## src/rtl/lsu_rmw.sv

```systemverilog
// Load/store unit in front of a word-organised data memory. Sub-word stores
// become read-modify-write full-word writes; loads are lane-extracted and
// sign/zero-extended; misaligned or illegal requests complete without any
// memory access.
module lsu_rmw #(
  parameter int width     = 32,
  parameter int addrWidth = 8
) (
  input  logic                 clock,
  input  logic                 reset,
  input  logic                 req_valid,
  output logic                 req_ready,
  input  logic                 req_we,
  input  logic [2:0]           req_func3,
  input  logic [31:0]          req_addr,
  input  logic [width-1:0]     req_wdata,
  output logic                 rsp_valid,
  output logic [width-1:0]     rsp_rdata,
  output logic                 rsp_misaligned,
  output logic [addrWidth-1:0] mem_addr,
  output logic [width-1:0]     mem_din,
  output logic                 mem_wren,
  output logic [2:0]           mem_func3,
  input  logic [width-1:0]     mem_dout
);

  typedef enum logic [1:0] {IDLE, READ, WRITE, RESP} state_t;

  state_t                 state_q, state_d;
  logic                   we_q, we_d;
  logic [2:0]             func3_q, func3_d;
  logic [addrWidth+1:0]   addr_q, addr_d;
  logic [width-1:0]       wdata_q, wdata_d;
  logic                   err_q, err_d;
  logic [width-1:0]       rsp_rdata_q, rsp_rdata_d;
  logic [width-1:0]       mem_din_q, mem_din_d;
  logic                   unused_addr_bits;

  // Address bits above the memory index are deliberately dropped (wrap-around).
  assign unused_addr_bits = ^req_addr[31:addrWidth+2];

  // Illegal funct3 for the direction, or a half/word not naturally aligned.
  function automatic logic access_err(input logic we, input logic [2:0] f3,
                                      input logic [1:0] lane);
    logic illegal;
    logic misaligned;
    if (we) illegal = (f3 > 3'b010);
    else    illegal = !(f3 inside {3'b000, 3'b001, 3'b010, 3'b100, 3'b101});
    misaligned = ((f3[1:0] == 2'b01) && lane[0]) ||
                 ((f3[1:0] == 2'b10) && (lane != 2'b00));
    return illegal || misaligned;
  endfunction

  // Pick the addressed lane out of a little-endian word and extend it.
  function automatic logic [width-1:0] extract(input logic [width-1:0] word,
                                               input logic [2:0] f3,
                                               input logic [1:0] lane);
    logic signed [7:0]  b;
    logic signed [15:0] h;
    case (lane)
      2'd0:    b = word[7:0];
      2'd1:    b = word[15:8];
      2'd2:    b = word[23:16];
      default: b = word[31:24];
    endcase
    h = lane[1] ? word[31:16] : word[15:0];
    case (f3)
      3'b000:  return {{24{b[7]}}, b};
      3'b001:  return {{16{h[15]}}, h};
      3'b100:  return {24'd0, b};
      3'b101:  return {16'd0, h};
      default: return word;
    endcase
  endfunction

  // Overlay the store data onto the word read from memory.
  function automatic logic [width-1:0] merge(input logic [width-1:0] word,
                                             input logic [width-1:0] wd,
                                             input logic [2:0] f3,
                                             input logic [1:0] lane);
    logic [width-1:0] m;
    m = word;
    if (f3 == 3'b000) begin
      case (lane)
        2'd0:    m[7:0]   = wd[7:0];
        2'd1:    m[15:8]  = wd[7:0];
        2'd2:    m[23:16] = wd[7:0];
        default: m[31:24] = wd[7:0];
      endcase
    end else if (f3 == 3'b001) begin
      if (lane[1]) m[31:16] = wd[15:0];
      else         m[15:0]  = wd[15:0];
    end else begin
      m = wd;
    end
    return m;
  endfunction

  // Next-state, request latching and response/write-word staging.
  always_comb begin
    state_d     = state_q;
    we_d        = we_q;
    func3_d     = func3_q;
    addr_d      = addr_q;
    wdata_d     = wdata_q;
    err_d       = err_q;
    rsp_rdata_d = rsp_rdata_q;
    mem_din_d   = mem_din_q;
    case (state_q)
      IDLE: begin
        if (req_valid) begin
          we_d    = req_we;
          func3_d = req_func3;
          addr_d  = req_addr[addrWidth+1:0];
          wdata_d = req_wdata;
          err_d   = access_err(req_we, req_func3, req_addr[1:0]);
          if (err_d) begin
            rsp_rdata_d = '0;
            state_d     = RESP;
          end else if (req_we && (req_func3 == 3'b010)) begin
            mem_din_d = req_wdata;
            state_d   = WRITE;
          end else begin
            state_d = READ;
          end
        end
      end
      READ: begin
        if (we_q) begin
          mem_din_d = merge(mem_dout, wdata_q, func3_q, addr_q[1:0]);
          state_d   = WRITE;
        end else begin
          rsp_rdata_d = extract(mem_dout, func3_q, addr_q[1:0]);
          state_d     = RESP;
        end
      end
      WRITE: begin
        rsp_rdata_d = '0;
        state_d     = RESP;
      end
      default: state_d = IDLE;
    endcase
  end

  // Control, address and output registers; cleared by reset.
  always_ff @(posedge clock) begin
    if (reset) begin
      state_q     <= IDLE;
      addr_q      <= '0;
      err_q       <= 1'b0;
      rsp_rdata_q <= '0;
      mem_din_q   <= '0;
    end else begin
      state_q     <= state_d;
      addr_q      <= addr_d;
      err_q       <= err_d;
      rsp_rdata_q <= rsp_rdata_d;
      mem_din_q   <= mem_din_d;
    end
  end

  // Latched request payload; only meaningful after an acceptance.
  always_ff @(posedge clock) begin
    we_q    <= we_d;
    func3_q <= func3_d;
    wdata_q <= wdata_d;
  end

  assign req_ready      = (state_q == IDLE);
  assign rsp_valid      = (state_q == RESP);
  assign rsp_misaligned = (state_q == RESP) && err_q;
  assign rsp_rdata      = rsp_rdata_q;
  assign mem_addr       = addr_q[addrWidth+1:2];
  assign mem_din        = mem_din_q;
  assign mem_wren       = (state_q == WRITE) && !reset;
  assign mem_func3      = 3'b010;

endmodule

```

## config.mk

```make
export PLATFORM = sky130hd
export DESIGN_NAME = lsu_rmw
export DESIGN_NICKNAME = d
export VERILOG_FILES = /design/src/rtl/lsu_rmw.sv
export SDC_FILE = /design/constraint.sdc
export NUM_CORES = 1
export LEC_CHECK = 0
export BUFFER_PORTS_ARGS = -buffer_cell sky130_fd_sc_hd__buf_4
export CAP_MARGIN = 5
export CORE_MARGIN = 3
export CORE_UTILIZATION = 40
export CTS_CLUSTER_SIZE = 40
export DETAILED_ROUTE_END_ITERATION = 8
export PLACE_DENSITY = 0.65
export RECOVER_POWER = 25
export SLEW_MARGIN = 15
export SYNTH_ARGS = -nofsm -noshare
export SYNTH_HDL_FRONTEND = slang
export SYNTH_SLANG_ARGS = --single-unit
```

## constraint.sdc

```tcl
create_clock -name clock -period 4.18 [get_ports clock]
set_input_delay 0 -clock clock [delete_from_list [all_inputs] [get_ports clock]]
set_output_delay 0 -clock clock [all_outputs]
set_load 0.05 [all_outputs]
```

==> reports/metrics.yaml <==
synthesis:
  yosys-top-cells-area: "dfxtp_1, edfxtp_1, a21oi_1"
  synthCells: 622
  yosysTopAreaCellShare_pct: 27.4
  ys_seq_area_share_pct: 46.6
  yosys.area.top_type: "dfxtp_1"
  async_flop_share_pct: 0
  synth_ff_type: "dfxtp_1"
  syn_avg_cell_area_um2: 9.05
  synth_edf_count: 36
  synth_common_cells: "a21oi_1, dfxtp_1, nor2_1"
  synth_warnings: 0
  syn_area_um2: 5630
  ys_ff_latch: 113
  yosysMostFrequentCell: "a21oi_1"
  synthDistinctLibCells: 42
place:
  dp_hpwl_mm: 13.6
  dp_slack_ns: 1.36
  port_buffers: 156
  gp_congestion: 0.909
routing:
  drt_iter0_drc: 525
  routed_wl_mm: 19.5
  via_per_inst: 5.47
  antenna_left: 0
  num_vias: 5557
  drc: 0
  firstDrtPassIters: 6
  routedWlPerCell_um: 19.2
global_routing:
  overflow: 0
  grt_pass1_wl_mm: 30.2
  grt_antenna_before_repair: 0
  gr-usage-all-layers_pct: 24.5
  grt_max_degree: 39
  grt_pass1_vias: 5610
die:
  core_area_um2: 13500
  die_w_um: 125
  dieArea_um2: 15500
  num_rows: 42
  start_util_pct: 41.7
  ios: 182
  die_y_um: 125
clock_network:
  cts_tree: "built"
  clockBufferDepth: 2
  htreeDepth: 4
  clock_latency_ns: 0.41
  cts_buffers: 17
  clockRootBuffer: "clkbuf_16"
  path_clk_slew_ns: 0.05
  cts_num_sinks: 113
sta:
  setup_viol: 0
  slew_violations: 0
  postLayoutSetupSlackWorst_ns: 1.30
  max_clock_freq_mhz: 348
  finalCritPeriodShare_pct: 68.8
  max_slew_margin_pct: 30.5
  worst_pin_slew_ns: 1.04
  tns_ns: 0
  finClkSkew_ns: 0.0121
  rsz0062_at_grt: "no"
  min_period_ns: 2.88
  hold_viol_final: 0
power:
  ir_drop_uv: 709
  power_density_nw_per_um2: 742
  total_power_w: 0.00593
  power_leakage_nw: 3.29
critical_path:
  cp.required_ns: 4.52
  crit_arrival_ns: 3.21
  critPathLaunchType: "register"
  end_kind: "register"
  critPathKind: "reg -> reg"
  critPathMaxFanout: 32
min_path:
  holdCritPathClass: "in -> reg"
final_layout:
  drive_gt1_share_pct: 20.0
  syn_to_final_growth_pct: 41.9
  final_nets: 933
run_status:
  status: "complete, no violations"
flow_run:
  drv_cap: 0
-- sequential cells by signal (all words and copies together), names as in the netlist --
register / count
err_q: 1
state_q: 2
rsp_rdata: 32
func3_q: 3
addr_q: 10
we_q: 1
wdata_q: 32
mem_din: 32
-- per-layer routing --
| metal | part of all wire, % | global-route usage, % |
|---|---|---|
| met3 | 7.4 | 6.39 |
| met2 | 49 | 41.2 |
| met1 | 42 | 31.2 |
| met4 | 1.5 | 6.64 |
| met5 | 0 | 0 |
-- cells by family after synthesis --
logic type | Yosys count | share of synthesized area (%)
adder cells (fa/ha/maj) | 4 | 0.889
AND/OR/NAND/NOR | 168 | 13.8
buffers and inverters | 82 | 6.71
other | 2 | 0.133
AO/OA/AOI/OAI | 208 | 23.6
multiplexers | 45 | 8.25
flip-flops | 113 | 46.6
-- final timing paths --
kind	from	endpoint	slack [ns]	cells after the start
hold / removal	mem_dout[7]	mem_din[7]$_SDFFE_PP0P_	0.03	4
hold reg to reg	addr_q[7]$_SDFFE_PP0P_	addr_q[7]$_SDFFE_PP0P_	0.46	2
setup reg to reg	state_q[1]$_SDFFE_PP0N_	mem_din[1]$_SDFFE_PP0P_	1.30	6
setup / recovery	state_q[1]$_SDFFE_PP0N_	mem_din[1]$_SDFFE_PP0P_	1.30	6
-- placed cells by master (no fill, tap or decap), types with 7 or more instances in the layout --
master,count
dlygate4sd3_1,77
o21ai_1,7
clkbuf_1,47
clkbuf_16,18
mux2i_1,34
nor2b_1,16
inv_1,22
edfxtp_1,36
o22ai_1,24
o221ai_1,8
a21o_1,7
o2bb2ai_1,14
nor2_1,63
dfxtp_1,77
nor3_1,34
a211oi_1,22
a221oi_1,8
a21oi_1,83
nand2_1,36
o21ai_0,19
o211a_1,9
clkbuf_4,14
mux2_2,11
buf_4,111
-- worst max-delay path: stages, from the launching register on --
cell and delay, ns:
dfxtp_1 0.34, inv_1 0.09, ha_1 0.74, buf_4 0.37, o211a_1 0.87, o21ai_0 0.20, a21oi_1 0.18
-- power by group --
| group | switching [W] | internal (W) |
|---|---|---|
| Sequential | 0.000251 | 0.00153 |
| Combinational | 0.00196 | 0.000850 |
| Clock | 0.000482 | 0.000849 |
| Total | 0.00270 | 0.00323 |
-- per-stage QoR --
step | hold WS [ns] | util, % | std cells | cell area (um2)
3_5_place_dp | 0.191 | 50.5 | 906 | 6820
5_1_grt | 0.0582 | 59.1 | 1015 | 7980
6_report | 0.0326 | 59.1 | 1016 | 7990
3_3_place_gp | 0.189 | 50.5 | 906 | 6820
4_1_cts | 0.0227 | 60.3 | 1015 | 8140
2_1_floorplan | 0.0989 | - | 623 | 5630
-- cell type report --
type | instances | area, um2
flip-flops and latches | 113 | 2620
clock inverters | 5 | 25.0
inverters | 22 | 82.6
clock buffers | 27 | 524
fillers | 1192 | 5520
well taps | 176 | 220
diodes | 1 | 2.50
multi-input cells | 428 | 2640
repair buffers | 244 | 1870
-- what timing repair did --
item,in CTS,in global routing
buffers inserted,0,0
hold buffers,77,0
hold endpoints to repair,86,0
resized for setup,0,0
(Power assumes the default switching activity.)
